--- src/rtl/spi_reg_bridge_if.sv ---
// Bus bundle between the SPI slave driver / register file and spi_reg_bridge.
// The bridge uses the slave modport; the driving environment uses master.
interface spi_reg_bridge_if #(
  parameter int ADDR_W = 7,
  parameter int XCNT_W = 8
);
  // Handshake: rec_ready, send_ready, done, reg_wr and reg_rd are single-cycle
  // strobes with no back-pressure. rec_data qualifies rec_ready, send_data is
  // sampled by the slave on send_ready, and reg_rdata is valid exactly one
  // cycle after reg_rd.
  logic [7:0]        rec_data;
  logic              rec_ready;
  logic              send_ready;
  logic              done;
  logic [7:0]        send_data;
  logic [ADDR_W-1:0] reg_addr;
  logic [7:0]        reg_wdata;
  logic              reg_wr;
  logic              reg_rd;
  logic [7:0]        reg_rdata;
  logic [XCNT_W-1:0] frame_bytes;
  logic              busy;

  modport slave (
    input  rec_data, rec_ready, send_ready, done, reg_rdata,
    output send_data, reg_addr, reg_wdata, reg_wr, reg_rd, frame_bytes, busy
  );

  modport master (
    output rec_data, rec_ready, send_ready, done, reg_rdata,
    input  send_data, reg_addr, reg_wdata, reg_wr, reg_rd, frame_bytes, busy
  );
endinterface

--- src/rtl/spi_reg_bridge.sv ---
// SPI command decoder: turns byte frames into single-cycle register accesses.
// Define SPI_REG_BRIDGE_BURST_EN for auto-incrementing addresses; default is fixed-address (FIFO-style).
module spi_reg_bridge #(
  parameter int         ADDR_W      = 7,
  parameter logic [7:0] STATUS_BYTE = 8'hA5,
  parameter int         XCNT_W      = 8
) (
  input  logic                   clk,
  input  logic                   rst,
  spi_reg_bridge_if.slave        bus,
  output logic [1:0]             dbg_state_o
);

  typedef enum logic [1:0] {
    IDLE     = 2'd0,
    WR_DATA  = 2'd1,
    RD_FETCH = 2'd2,
    RD_DATA  = 2'd3
  } state_t;

  state_t            state_q;
  logic [ADDR_W-1:0] addr_q;
  logic [ADDR_W-1:0] addr_d;
  logic [7:0]        send_data_q;
  logic [ADDR_W-1:0] reg_addr_q;
  logic [7:0]        reg_wdata_q;
  logic              reg_wr_q;
  logic              reg_rd_q;
  logic              cap_q;
  logic              first_q;
  logic [XCNT_W-1:0] frame_q;
  logic [XCNT_W-1:0] frame_d;
  logic              busy_q;
  logic              wait_q;
  logic              busy_shadow_q;
  logic [ADDR_W-1:0] cmd_addr;
  logic              cmd_accept;

`ifdef SPI_REG_BRIDGE_BURST_EN
  assign addr_d = addr_q + ADDR_W'(1);
`else
  assign addr_d = addr_q;
`endif

  assign frame_d    = (frame_q == {XCNT_W{1'b1}}) ? frame_q : frame_q + XCNT_W'(1);
  assign cmd_addr   = bus.rec_data[ADDR_W-1:0];
  assign cmd_accept = bus.rec_ready & ~wait_q & ~bus.done;

  always_ff @(posedge clk or posedge rst) begin
    if (rst) begin
      state_q     <= IDLE;
      addr_q      <= '0;
      send_data_q <= STATUS_BYTE;
      reg_addr_q  <= '0;
      reg_wdata_q <= '0;
      reg_wr_q    <= 1'b0;
      reg_rd_q    <= 1'b0;
      cap_q       <= 1'b0;
      first_q     <= 1'b0;
      frame_q     <= '0;
      busy_q      <= 1'b0;
    end else begin
      reg_wr_q <= 1'b0;
      reg_rd_q <= 1'b0;
      cap_q    <= reg_rd_q;
      unique case (state_q)
        IDLE: begin
          send_data_q <= STATUS_BYTE;
          if (cmd_accept) begin
            addr_q  <= cmd_addr;
            frame_q <= '0;
            busy_q  <= 1'b1;
            if (bus.rec_data[7]) begin
              state_q    <= RD_FETCH;
              reg_rd_q   <= 1'b1;
              reg_addr_q <= cmd_addr;
            end else begin
              state_q <= WR_DATA;
            end
          end
        end
        WR_DATA: begin
          if (bus.rec_ready) begin
            reg_wr_q    <= 1'b1;
            reg_addr_q  <= addr_q;
            reg_wdata_q <= bus.rec_data;
            addr_q      <= addr_d;
            frame_q     <= frame_d;
          end
        end
        RD_FETCH: begin
          if (cap_q) begin
            send_data_q <= bus.reg_rdata;
            first_q     <= 1'b1;
            state_q     <= RD_DATA;
          end
        end
        RD_DATA: begin
          if (cap_q) send_data_q <= bus.reg_rdata;
          // The first send_ready is the slave reloading the turnaround byte.
          if (bus.send_ready) begin
            if (first_q) begin
              first_q <= 1'b0;
            end else if (!bus.done) begin
              addr_q     <= addr_d;
              reg_addr_q <= addr_d;
              reg_rd_q   <= 1'b1;
              frame_q    <= frame_d;
            end
          end
        end
        default: state_q <= IDLE;
      endcase
      if (bus.done) begin
        state_q     <= IDLE;
        busy_q      <= 1'b0;
        send_data_q <= STATUS_BYTE;
        reg_rd_q    <= 1'b0;
        cap_q       <= 1'b0;
        first_q     <= 1'b0;
      end
    end
  end

  // Survives rst so a frame cut by reset is skipped until its chip select ends.
  always_ff @(posedge clk) begin
    if (rst) begin
      if (busy_shadow_q) wait_q <= 1'b1;
    end else begin
      busy_shadow_q <= busy_q;
      if (bus.done) wait_q <= 1'b0;
    end
  end

  assign bus.send_data   = send_data_q;
  assign bus.reg_addr    = reg_addr_q;
  assign bus.reg_wdata   = reg_wdata_q;
  assign bus.reg_wr      = reg_wr_q;
  assign bus.reg_rd      = reg_rd_q;
  assign bus.frame_bytes = frame_q;
  assign bus.busy        = busy_q;
  assign dbg_state_o     = state_q;

endmodule

--- src/flat_wrapper.sv ---
// flat-port wrapper written by rule: the top's interface ports become plain ports
module spi_reg_bridge_flat 
#(
  parameter int         ADDR_W      = 7,
  parameter logic [7:0] STATUS_BYTE = 8'hA5,
  parameter int         XCNT_W      = 8
)
  (clk, rst, dbg_state_o, bus_rec_data, bus_rec_ready, bus_send_ready, bus_done, bus_reg_rdata, bus_send_data, bus_reg_addr, bus_reg_wdata, bus_reg_wr, bus_reg_rd, bus_frame_bytes, bus_busy);
  spi_reg_bridge_if #(.ADDR_W(ADDR_W), .XCNT_W(XCNT_W)) bus_i ();
  input  logic clk;
  input  logic rst;
  output logic [1:0] dbg_state_o;
  input wire logic [$bits(bus_i.rec_data)-1:0] bus_rec_data;
  input wire logic [$bits(bus_i.rec_ready)-1:0] bus_rec_ready;
  input wire logic [$bits(bus_i.send_ready)-1:0] bus_send_ready;
  input wire logic [$bits(bus_i.done)-1:0] bus_done;
  input wire logic [$bits(bus_i.reg_rdata)-1:0] bus_reg_rdata;
  output wire logic [$bits(bus_i.send_data)-1:0] bus_send_data;
  output wire logic [$bits(bus_i.reg_addr)-1:0] bus_reg_addr;
  output wire logic [$bits(bus_i.reg_wdata)-1:0] bus_reg_wdata;
  output wire logic [$bits(bus_i.reg_wr)-1:0] bus_reg_wr;
  output wire logic [$bits(bus_i.reg_rd)-1:0] bus_reg_rd;
  output wire logic [$bits(bus_i.frame_bytes)-1:0] bus_frame_bytes;
  output wire logic [$bits(bus_i.busy)-1:0] bus_busy;
  assign bus_i.rec_data = bus_rec_data;
  assign bus_i.rec_ready = bus_rec_ready;
  assign bus_i.send_ready = bus_send_ready;
  assign bus_i.done = bus_done;
  assign bus_i.reg_rdata = bus_reg_rdata;
  assign bus_send_data = bus_i.send_data;
  assign bus_reg_addr = bus_i.reg_addr;
  assign bus_reg_wdata = bus_i.reg_wdata;
  assign bus_reg_wr = bus_i.reg_wr;
  assign bus_reg_rd = bus_i.reg_rd;
  assign bus_frame_bytes = bus_i.frame_bytes;
  assign bus_busy = bus_i.busy;
  spi_reg_bridge #(.ADDR_W(ADDR_W), .STATUS_BYTE(STATUS_BYTE), .XCNT_W(XCNT_W)) u_core (.clk(clk), .rst(rst), .bus(bus_i), .dbg_state_o(dbg_state_o));
endmodule
--- config.mk ---
export PLATFORM = sky130hd
export DESIGN_NAME = spi_reg_bridge_flat
export DESIGN_NICKNAME = d
export VERILOG_FILES = /design/src/rtl/spi_reg_bridge_if.sv /design/src/rtl/spi_reg_bridge.sv /design/src/flat_wrapper.sv
export SDC_FILE = /design/constraint.sdc
export NUM_CORES = 1
export LEC_CHECK = 0
export CAP_MARGIN = 40
export CORE_MARGIN = 2
export CORE_UTILIZATION = 44
export CTS_CLUSTER_SIZE = 30
export DETAILED_ROUTE_END_ITERATION = 10
export GPL_TIMING_DRIVEN = 0
export PLACE_DENSITY = 0.76
export SLEW_MARGIN = 20
export SYNTH_ARGS = -nofsm -noshare
export SYNTH_HDL_FRONTEND = slang
export SYNTH_SLANG_ARGS = --single-unit
--- constraint.sdc ---
create_clock -name clk -period 1.6 [get_ports clk]
set_input_delay 0.32 -clock clk [delete_from_list [all_inputs] [get_ports clk]]
set_output_delay 0.32 -clock clk [all_outputs]
set_load 0.01 [all_outputs]
After elaboration in Yosys (flattened, before gate mapping):

Index checks and enable logic that the tools add are counted.

* register bits after elaboration: 47
* input port bits: 21
* output and inout port bits: 36

* $add $sub $neg: 1
* equal/unequal tests: 15
* muxes and demuxes: 41
* bitwise operators: 4
* reductions and logical operators: 18

Operators by type and width (count)
* 2-to-1 mux 8 bit: 8
* 2-to-1 mux 7 bit: 6
* one-hot mux 8 bit (3 select lines): 1
* one-hot mux 7 bit (3 select lines): 1
* 2-to-1 mux 1 bit: 17
* one-hot mux 8 bit (2 select lines): 1
* nonzero test 3 bit: 4
* inequality test 2 bit (second input constant): 5
* AND reduction 2 bit: 5
* adder 8 x 1 -> 8 bit (second input constant): 1
* == test 8 bit (second input constant): 1
* 2-to-1 mux 2 bit: 4
* AND reduction 7 bit: 1
* inequality test 3 x 2 -> 1 bit (second input constant): 2
* AND reduction 3 bit: 2
* AND reduction 6 bit: 1
* nonzero test 2 bit: 3
* == test 2 bit (second input constant): 2
* inequality test 2 x 1 -> 1 bit (second input constant): 2
* one-hot mux 1 bit (2 select lines): 2
* one-hot mux 2 bit (2 select lines): 1
* inequality test 3 x 1 -> 1 bit (second input constant): 1
* inequality test 3 bit (second input constant): 1
* bitwise AND 1 bit: 2
* 4 further kinds: 5

Depth between registers and ports, before layout:

* depth after elaboration: 6
* gate-level depth with buffers: 8
* mapped depth without buffers: 6

Worst setup path before layout:

No wires, ideal clock.

* kind: reg2reg
* start: reg u_core.state_q[0], in the netlist u_core.dbg_state_o[0]
* end: reg u_core.frame_q[4], in the netlist u_core.bus.frame_bytes[4]
* setup time: 0.078 ns
* arrival time: 1.795 ns
* slack: -0.272 ns
* stages on the path, launching flop included: 9
* buffers on the path: 2
* clock period less this slack: 1.872 ns
* path through: dfrtp_1 > inv_1 > ha_1 > buf_2 > nor4b_2 > o211a_1 > buf_4 > a41oi_1 > a21oi_1

* word-level cells in the longest chain between the ends: 3
* elaborated cells between the ends (all ways): 11
* classes of those cells: eq/ne: 7; mux: 1; reduce/logical: 3

Ends and longest elaborated chain
* start, declared: RTL line spi_reg_bridge.sv:21 `state_t state_q;`
* start signal, assigned: RTL line spi_reg_bridge.sv:51 `state_q <= IDLE;`
* start signal, assigned: RTL line spi_reg_bridge.sv:74 `state_q <= RD_FETCH;`
* start signal, assigned: RTL line spi_reg_bridge.sv:78 `state_q <= WR_DATA;`
* == test 2 bit, or another cell as far along: RTL line spi_reg_bridge.sv:66 `unique case (state_q)`
* inequality test 2 bit (no source line), or another cell as far along
* AND reduction 6 bit (no source line)
* end signal, assigned: RTL line spi_reg_bridge.sv:88 `frame_q <= frame_d;`
* end signal, assigned: RTL line spi_reg_bridge.sv:108 `frame_q <= frame_d;`
* end, declared: RTL line spi_reg_bridge.sv:31 `logic [XCNT_W-1:0] frame_q;`

Parallel ways exist; a longest one is shown, timed or not.
A chain may end at the register's enable or synchronous reset.

Worst setup path in the final report:

* start: reg u_core.state_q[0], in the netlist u_core.dbg_state_o[0]
* end: reg u_core.reg_addr_q[0], in the netlist u_core.bus.reg_addr[0]

* word-level cells in the longest chain between the ends: 3
* elaborated cells between the ends (all ways): 12
* classes of those cells: eq/ne: 8; mux: 1; reduce/logical: 3

Ends and longest elaborated chain
* == test 2 bit, or another cell as far along: RTL line spi_reg_bridge.sv:66
* inequality test 2 bit (no source line), or another cell as far along
* AND reduction 7 bit (no source line)
* end signal, assigned: RTL line spi_reg_bridge.sv:76 `reg_addr_q <= cmd_addr;`
* end signal, assigned: RTL line spi_reg_bridge.sv:85 `reg_addr_q <= addr_q;`
* end signal, assigned: RTL line spi_reg_bridge.sv:106 `reg_addr_q <= addr_d;`
* end, declared: RTL line spi_reg_bridge.sv:25 `logic [ADDR_W-1:0] reg_addr_q;`

Parallel ways exist; a longest one is shown, timed or not.

==> results.toml <==
[outcome]
status = "finished with violations"
violations = "negative setup slack"

[timing]
finalSetupViolCount = 28
fin_crit_ps = 1730
max_freq_mhz = 578
tns_ps = -1560
rsz0062_at_grt = "yes"
final_hold_viol_count = 0
whs_ps = 229
post-route-period-util_pct = 108
clock_skew_ps = 6.21
maxSlewHeadroom_pct = 55.4
worstMarginPinSlew_ps = 664
maxSlewViolCount = 0
worst_slack_ps = -130

[global_routing]
gr-usage-all-layers_pct = 19.8
grt_pass1_vias = 1756
antenna_found_initial = 0
grt_pass1_wl_um = 8310
grt_max_degree = 34
gr-total-overflow = 0

[placed_design]
placed_area_sq_um = 2920
dpl.hpwl_um = 3260
dpl.cell_count = 328
preCtsSetupSlack_ps = -564
gp_congestion = 0.799
io_buffers = 55

[logic_synthesis]
synthArstFlopShare_pct = 95.7
ys.flop_type = "dfrtp_1"
seq_area_frac_synth_pct = 54.3
synth_area_sq_um = 2190
ys_types = 40
synth-edff-count = 2
syn_nets = 231
yosys_register_bits = 47
syn_area_per_cell_sq_um = 10.7
synthCells = 205
synth_warnings = 0

[critical_path]
crit_start = "u_core.dbg_state_o[0]$_DFFE_PP0P_"
r2r_start = "u_core.dbg_state_o[0]$_DFFE_PP0P_"
cp_top_family = "flip-flops"
end_kind = "flop"
cp_max_fo = 7
cp_cell_sequence = "inv_4 > ha_4 > nor4b_4 > buf_4 > o22ai_4 > mux2_2"
crit_type = "flop to flop"
cp.buffers_inverters = 2
required_ps = 1800
slowest_stage = "dfrtp_2"
arrival_ps = 1930
max_stage_delay_ps = 460
start_kind = "flop"

[floorplanning]
start_util_pct = 46.1
ioPinCount = 57
num_rows = 25
coreArea_sq_um = 4750
dieWidth_um = 74.6
die_area_sq_um = 5560
die_h_um = 74.6

[clocking]
cts_tree = "yes"
cts_buffers = 5
clk_pin_slew_ps = 90
cts-htree-levels = 2
ctsLongestPathBuffers = 2
clk_latency_ps = 300
cts_root_buf = "clkbuf_8"
holdBufCountCts = 0
clock_sinks = 47

[routing]
routed-wl-met2_um = 2810
drc_errors = 0
dr.first_iter.drc_count = 63
top_layer_used = "met4"
via_per_inst = 5.30
routed_wl_um = 5690
final_antenna_net_count = 0
dr.pass1.iters = 4
vias = 1876
wl_met3_um = 359
wl_met1_um = 2390
wl_per_cell_um = 16.1

[cells_and_area]
fillCellCount = 341
antenna_cells = 0
fin_util_pct = 71.5
mostFrequentLayoutCell = "clkdlybuf4s50_1"
finalNonFillerCells = 354
most-common-layout-cells = "clkdlybuf4s50_1 (44), nand2_1 (33), dfrtp_1 (33)"
drive_gt1_share_pct = 35.9
syn_to_final_growth_pct = 55.1
postLayoutCellArea_sq_um = 3400
nNetsFinal = 312

[power]
ir_drop_uv = 892
power.total_mw = 5.19
cellPowerDensity_nw_per_um2 = 1530
power.leakage_nw = 1.50

[min_path]
worstHoldStart = "bus_done"
holdCritPathClass = "input port to flop"

[run]
drv_cap = 0
## repair_timing
action                                 CTS  global route
setup buffers                           10             7
gates resized for setup                 28            44
cloned                                   1             2
setup endpoints to repair               51            44
endpoints found under the hold margin    0             0
pin swaps                                7            11
## cell families after synthesis
family	share of synthesized area, %
AND/OR/NAND/NOR	14.2
flip-flops	54.3
AO/OA/AOI/OAI	13.2
multiplexers	11.2
buffers and inverters	4.17
adder cells (fa/ha/maj)	2.85
## layout make-up
| cell class | instances | area, sq um | share of cell area (%) |
|---|---|---|---|
| sequential | 47 | 1200 | 35.3 |
| multi-input combinational | 137 | 1120 | 33.0 |
| timing repair buffer | 76 | 777 | 22.8 |
| tap | 67 | 83.8 | 2.47 |
| clock buffer | 6 | 82.6 | 2.43 |
| inverter | 15 | 65.1 | 1.91 |
| buffer | 4 | 51.3 | 1.51 |
| clock inverter | 2 | 16.3 | 0.478 |
## power breakdown
group          internal (mW)  switching, mW
combinational           1.46           1.14
clock                  0.353          0.420
sequential              1.59          0.223
## synthesized netlist by cell type (4+ instances only)
master,n,area (sq um)
inv_1,15,56.3
dfstp_2,4,105
o21ai_0,13,65.1
dfrtp_1,41,1030
nor3_1,5,25.0
ha_1,5,62.6
nor2_1,7,26.3
nand2_1,36,135
mux2_2,21,236
a21oi_1,13,65.1
## sequential cells by signal (all words and copies together) (netlist names)
signal / cells
u_core.bus.busy: 1
u_core.bus.reg_wr: 1
u_core.wait_q: 1
u_core.busy_shadow_q: 1
u_core.first_q: 1
u_core.bus.reg_rd: 1
u_core.bus.send_data: 8
u_core.bus.frame_bytes: 8
u_core.bus.reg_addr: 7
u_core.dbg_state_o: 2
u_core.addr_d: 7
u_core.bus.reg_wdata: 8
u_core.cap_q: 1
## final timing paths
check / to / slack, ps / depth (start not counted)
max in group asynchronous: u_core.bus.frame_bytes[0]$_DFFE_PP0P_ / 710 / 3
worst min-delay path: u_core.dbg_state_o[0]$_DFFE_PP0P_ / 230 / 2
worst min register to register: u_core.bus.send_data[2]$_DFFE_PP1P_ / 460 / 2
worst max-delay path: u_core.bus.reg_addr[0]$_DFFE_PP0P_ / -130 / 6
worst max register to register: u_core.bus.reg_addr[0]$_DFFE_PP0P_ / -130 / 6
min in group asynchronous: u_core.bus.reg_wr$_DFF_PP0_ / 410 / 2
## per-layer routing
layer | global-route usage, % | up-vias
met2 | 32.2 | 70
li1 | - | 876
met3 | 6.10 | 14
met5 | 0 | -
met1 | 25.2 | 916
met4 | 6.55 | 0
(Power assumes the default switching activity.)
